**src/rtl/stopwatch_ctrl.sv**
```systemverilog
// stopwatch_ctrl: button conditioning, mode FSM and count-tick prescaler for the BCD stopwatch.
// Define STOPWATCH_CTRL_BLINK_EN to drive blink_o at 2 Hz on the digit under edit in SET.
module stopwatch_ctrl #(
    parameter int CLK_FREQ_HZ     = 100000000,
    parameter int TICK_HZ         = 100,
    parameter int DEBOUNCE_CYCLES = 1000000,
    parameter int NDIGITS         = 4
) (
    input  logic       clk100_i,
    input  logic       rstn_i,
    input  logic       start_stop_i,
    input  logic       set_i,
    input  logic       change_i,
    output logic       tick_o,
    output logic       run_o,
    output logic       set_mode_o,
    output logic [1:0] digit_sel_o,
    output logic       inc_o,
    output logic       clear_o,
    output logic       blink_o
);
    localparam int PMAX = CLK_FREQ_HZ / TICK_HZ - 1;
    localparam int PW = $clog2(PMAX + 1);
    localparam int DW = $clog2(DEBOUNCE_CYCLES + 1);
    localparam logic [1:0] DMAX = 2'(NDIGITS - 1);

    typedef enum logic [1:0] {IDLE, RUN, PAUSE, SET} state_t;

    // bit 0 = start/stop, bit 1 = set, bit 2 = change; all active-high after inversion
    logic [2:0] sync1, sync2, level, level_d, press;
    logic [DW-1:0] db_cnt [3];
    logic ev_start, ev_set, ev_change;

    state_t state, state_n;
    logic [1:0] dsel, dsel_n;
    logic [PW-1:0] pre, pre_n;
    logic tick_n, inc_n, clr_n;

    always_ff @(posedge clk100_i) begin
        if (!rstn_i) begin
            sync1   <= '0;
            sync2   <= '0;
            level   <= '0;
            level_d <= '0;
            for (int k = 0; k < 3; k++) db_cnt[k] <= '0;
        end else begin
            sync1   <= ~{change_i, set_i, start_stop_i};
            sync2   <= sync1;
            level_d <= level;
            for (int k = 0; k < 3; k++) begin
                if (sync2[k] == level[k]) begin
                    db_cnt[k] <= '0;
                end else if (db_cnt[k] == DW'(DEBOUNCE_CYCLES - 1)) begin
                    level[k]  <= sync2[k];
                    db_cnt[k] <= '0;
                end else begin
                    db_cnt[k] <= db_cnt[k] + 1'b1;
                end
            end
        end
    end

    assign press     = level & ~level_d;
    assign ev_start  = press[0];
    assign ev_set    = press[1] & ~press[0];
    assign ev_change = press[2] & ~|press[1:0];

    always_comb begin
        state_n = state;
        dsel_n  = dsel;
        pre_n   = pre;
        tick_n  = 1'b0;
        inc_n   = 1'b0;
        clr_n   = 1'b0;
        case (state)
            IDLE: begin
                if (ev_start) begin
                    state_n = RUN;
                end else if (ev_set) begin
                    state_n = SET;
                    dsel_n  = '0;
                    pre_n   = '0;
                end else if (ev_change) begin
                    clr_n = 1'b1;
                end
            end
            RUN: begin
                // the prescaler keeps counting on the exit edge, but that edge never ticks
                pre_n  = (pre == PW'(PMAX)) ? '0 : pre + 1'b1;
                tick_n = (pre == PW'(PMAX)) && !ev_start;
                if (ev_start) state_n = PAUSE;
            end
            PAUSE: begin
                if (ev_start) begin
                    state_n = RUN;
                end else if (ev_set) begin
                    state_n = SET;
                    dsel_n  = '0;
                    pre_n   = '0;
                end else if (ev_change) begin
                    state_n = IDLE;
                    clr_n   = 1'b1;
                    pre_n   = '0;
                end
            end
            SET: begin
                if (ev_start) begin
                    state_n = PAUSE;
                    dsel_n  = '0;
                end else if (ev_set) begin
                    state_n = (dsel == DMAX) ? PAUSE : SET;
                    dsel_n  = (dsel == DMAX) ? 2'd0 : dsel + 2'd1;
                end else if (ev_change) begin
                    inc_n = 1'b1;
                end
            end
        endcase
    end

    always_ff @(posedge clk100_i) begin
        if (!rstn_i) begin
            state   <= IDLE;
            dsel    <= '0;
            pre     <= '0;
            tick_o  <= 1'b0;
            inc_o   <= 1'b0;
            clear_o <= 1'b0;
        end else begin
            state   <= state_n;
            dsel    <= dsel_n;
            pre     <= pre_n;
            tick_o  <= tick_n;
            inc_o   <= inc_n;
            clear_o <= clr_n;
        end
    end

    assign run_o       = (state == RUN);
    assign set_mode_o  = (state == SET);
    assign digit_sel_o = dsel;

`ifdef STOPWATCH_CTRL_BLINK_EN
    localparam int BHALF = CLK_FREQ_HZ / 4;
    localparam int BW = $clog2(BHALF + 1);
    logic [BW-1:0] blink_cnt;

    // any edit or SET entry/exit restarts the half-period with the digit visible
    always_ff @(posedge clk100_i) begin
        if (!rstn_i || state != SET || state_n != SET || inc_n || dsel_n != dsel) begin
            blink_cnt <= '0;
            blink_o   <= 1'b0;
        end else if (blink_cnt == BW'(BHALF - 1)) begin
            blink_cnt <= '0;
            blink_o   <= ~blink_o;
        end else begin
            blink_cnt <= blink_cnt + 1'b1;
        end
    end
`else
    assign blink_o = 1'b0;
`endif
endmodule

```
**config.mk**
```make
export PLATFORM = sky130hd
export DESIGN_NAME = stopwatch_ctrl
export DESIGN_NICKNAME = d
export VERILOG_FILES = /design/src/rtl/stopwatch_ctrl.sv
export SDC_FILE = /design/constraint.sdc
export NUM_CORES = 1
export LEC_CHECK = 0
export CAP_MARGIN = 20
export CORE_ASPECT_RATIO = 2
export CORE_UTILIZATION = 45
export DETAILED_ROUTE_END_ITERATION = 7
export GPL_ROUTABILITY_DRIVEN = 0
export GPL_TIMING_DRIVEN = 0
export MAX_ROUTING_LAYER = met4
export PLACE_DENSITY = 0.73
export SLEW_MARGIN = 10
export SYNTH_ARGS = -nofsm -noshare
export SYNTH_HDL_FRONTEND = slang
export SYNTH_SLANG_ARGS = --single-unit
```
**constraint.sdc**
```tcl
create_clock -name clk100_i -period 1.9 [get_ports clk100_i]
set_input_delay 0.475 -clock clk100_i [delete_from_list [all_inputs] [get_ports clk100_i]]
set_output_delay 0.475 -clock clk100_i [all_outputs]
set_load 0.005 [all_outputs]
```
==> flow_summary_export.csv <==
group,metric,value,unit
floorplan,die_h,151.4,um
routing,via_per_inst,5.226,
critical_path,slowest_delay,0.41,ns
sta,slew_headroom,61.41,%
power_and_ir_drop,ir_drop,0.0005461,V
critical_path,crit_buf_inv,1,
global_routing,overflow,0,
sta,fin_skew,0.005813,ns
logic_synthesis,ys_types,52,
sta,setup_viol,25,
floorplan,coreArea,10880,um^2
power_and_ir_drop,finalPower,4.289,mW
critical_path,arrival,2.09,ns
clock_network,holdBufCountCts,0,
place,post-place-ws,-0.3424,ns
critical_path,path_max_fanout,4,
logic_synthesis,synth.most_common_cell,"nor2_1",
finish,final_util,57.18,%
sta,min_period,1.997,ns
clock_network,cts_tree,"done",
sta,tns,-0.5169,ns
global_routing,grt_pass1_wl,17020,um
finish,nets,618,
finish,antennaDiodeCount,0,
routing,initialDrtViolationCount,269,
critical_path,crit_family,"compound AO/OA/AOI/OAI gates",
sta,finalCritPeriodShare,105.1,%
routing,wire_per_inst,14.03,um
finish,drive_gt1_share,14.19,%
sta,slew_violations,0,
finish,fin_cells,753,
clock_network,clock-sinks,99,
finish,area_growth,23.78,%
global_routing,track_usage,18.95,%
place,dp_hpwl,7074,um
clock_network,cts_made_buffers,9,
critical_path,critPathLaunchType,"flip-flop",
finish,design_area,6220,um^2
sta,holdWs,0.4405,ns
sta,timing.final.ws_setup,-0.09669,ns
logic_synthesis,yosys_warnings,0,
critical_path,rrSetupSlack,-0.1,ns
sta,finalHoldViolCount,0,
global_routing,grt_max_degree,20,
routing,drtPass1Iterations,4,
critical_path,critPathSlowestCell,"o311ai_2",
logic_synthesis,synth_top_area_share,35.86,%
critical_path,crit_type,"flip-flop to flip-flop",
critical_path,worstPathRequired,2.00,ns
routing,antenna_left,0,
clock_network,clk_pin_slew,0.07,ns
logic_synthesis,avgSynthCellArea,10.09,um^2
routing,wl,10560,um
run,cap_viol_max_count,0,
finish,seq_area,2587,um^2
sta,max_freq,500.8,MHz
critical_path,path_cells,"ha_1 -> nand3_1 -> o311ai_2 -> buf_6 -> nor2_2 -> mux2_4",
logic_synthesis,synth_top_area_cell,"edfxtp_1",
logic_synthesis,synthFlopType,"edfxtp_1",
logic_synthesis,synthTopCellsByCount,"91 x nor2_1, 60 x edfxtp_1, 50 x xor2_1, 39 x dfxtp_1, 38 x nand3_1",
clock_network,cts-htree-levels,3,
logic_synthesis,synth_cells,498,
floorplan,pin_count,13,
finish,multi_input_comb_area,2661,um^2
power_and_ir_drop,leakagePower,2.379,nW
logic_synthesis,ys_seq_elements,99,
global_routing,grt_pass1_vias,3796,
floorplan,dieArea,11620,um^2
logic_synthesis,async_flop_share,0,%
routing,drc_errors,0,
floorplan,num_rows,54,
place,dp_cells,707,
floorplan,initial_utilization,46.19,%
sta,worst_pin_slew,0.5770,ns
status,outcome,"finished, violations left",
place,port_buffers,10,
place,dpl_cell_area,5522,um^2
logic_synthesis,ys_top_cells_by_area,"edfxtp_1 36%, dfxtp_1 16%, xor2_1 8.7%",
sta,rsz0062_at_grt,"yes",
clock_network,clk_path_buf_depth,2,
status,failed_checks,"setup timing",
routing,vias,3935,
clock_network,cts_root_buffer,"clkbuf_16",
floorplan,die_width,76.72,um
clock_network,clock_latency,0.35,ns
min_path,hp-class,"flip-flop to flip-flop",
power_and_ir_drop,p_per_area,689.5,nW/um^2
finish,fill_cells,932,
logic_synthesis,synth_edf_count,60,
critical_path,endpoint_kind,"flip-flop",
global_routing,antenna_found_initial,0,
logic_synthesis,yosysSeqAreaShare,51.39,%
logic_synthesis,synth.cell_area,5025,um^2
[logic make-up after synthesis]
group	after synthesis	synth area share, %
compound gates	36	5.254
xor+xnor	69	12.03
fa+ha+maj	5	1.245
buf+inv	31	2.988
flops	99	51.39
mux	4	0.8217
other cells	2	0.1495
simple gates	252	26.12
[registers in the layout, summed over array words and instances, names as in the netlist]
register	count
clear_o	1
db_cnt	60
digit_sel_o	2
inc_o	1
level	3
level_d	3
pre	20
state	2
sync1	3
sync2	3
tick_o	1
[cells in the final DEF (no fill, tap or decap), types with 6 or more instances in the layout]
cell type / n
nor3_1: 6
dfxtp_1: 37
nand2_1: 21
xnor2_1: 19
o2111ai_1: 6
clkdlybuf4s50_1: 8
nand4_1: 19
xor2_1: 50
conb_1: 61
nor2_1: 85
o21ai_0: 12
nand3_1: 36
edfxtp_1: 60
inv_1: 12
buf_4: 33
and2_1: 8
and3_1: 15
nor2b_1: 14
clkbuf_1: 6
clkbuf_16: 9
[path summary, 6_finish.rpt]
kind,from,endpoint,cells after the start
min,sync1[2],sync2[2],1
max,db_cnt[2][0],db_cnt[2][18],6
min reg2reg,sync1[2],sync2[2],1
max reg2reg,db_cnt[2][0],db_cnt[2][18],6
[power by group]
group	switching [mW]	leakage [nW]	total (mW)	internal, mW
Sequential	0.0578	0.936	2.39	2.33
Clock	0.806	0.125	1.69	0.888
Combinational	0.114	1.32	0.202	0.0881
Total	0.978	2.38	4.29	3.31
[cell type report]
| type | count | area share [%] |
|---|---|---|
| buffer | 17 | 2.173 |
| inverter | 12 | 0.7242 |
| clock buffer | 10 | 3.681 |
| sequential | 99 | 41.60 |
| multi-input combinational | 428 | 42.79 |
| clock inverter | 6 | 0.6638 |
| timing repair buffer | 41 | 5.552 |
| tap | 140 | 2.816 |
[routing by layer]
| metal | global-route usage (%) | share of wire, % | up-vias |
|---|---|---|---|
| li1 | - | - | 1928 |
| met5 | - | 0 | - |
| met4 | 10.87 | 2.8 | 0 |
| met2 | 34.38 | 55 | 73 |
| met3 | 2.831 | 2.4 | 22 |
| met1 | 19.19 | 40 | 1912 |
[repair_timing]
| item | CTS | global route |
|---|---|---|
| pin swaps | 1 | 9 |
| gates cloned | 0 | 3 |
| setup endpoints to repair | 68 | 77 |
| setup buffers | 15 | 15 |
| gates resized for setup | 22 | 30 |
Power figures use the tool's default switching activity.
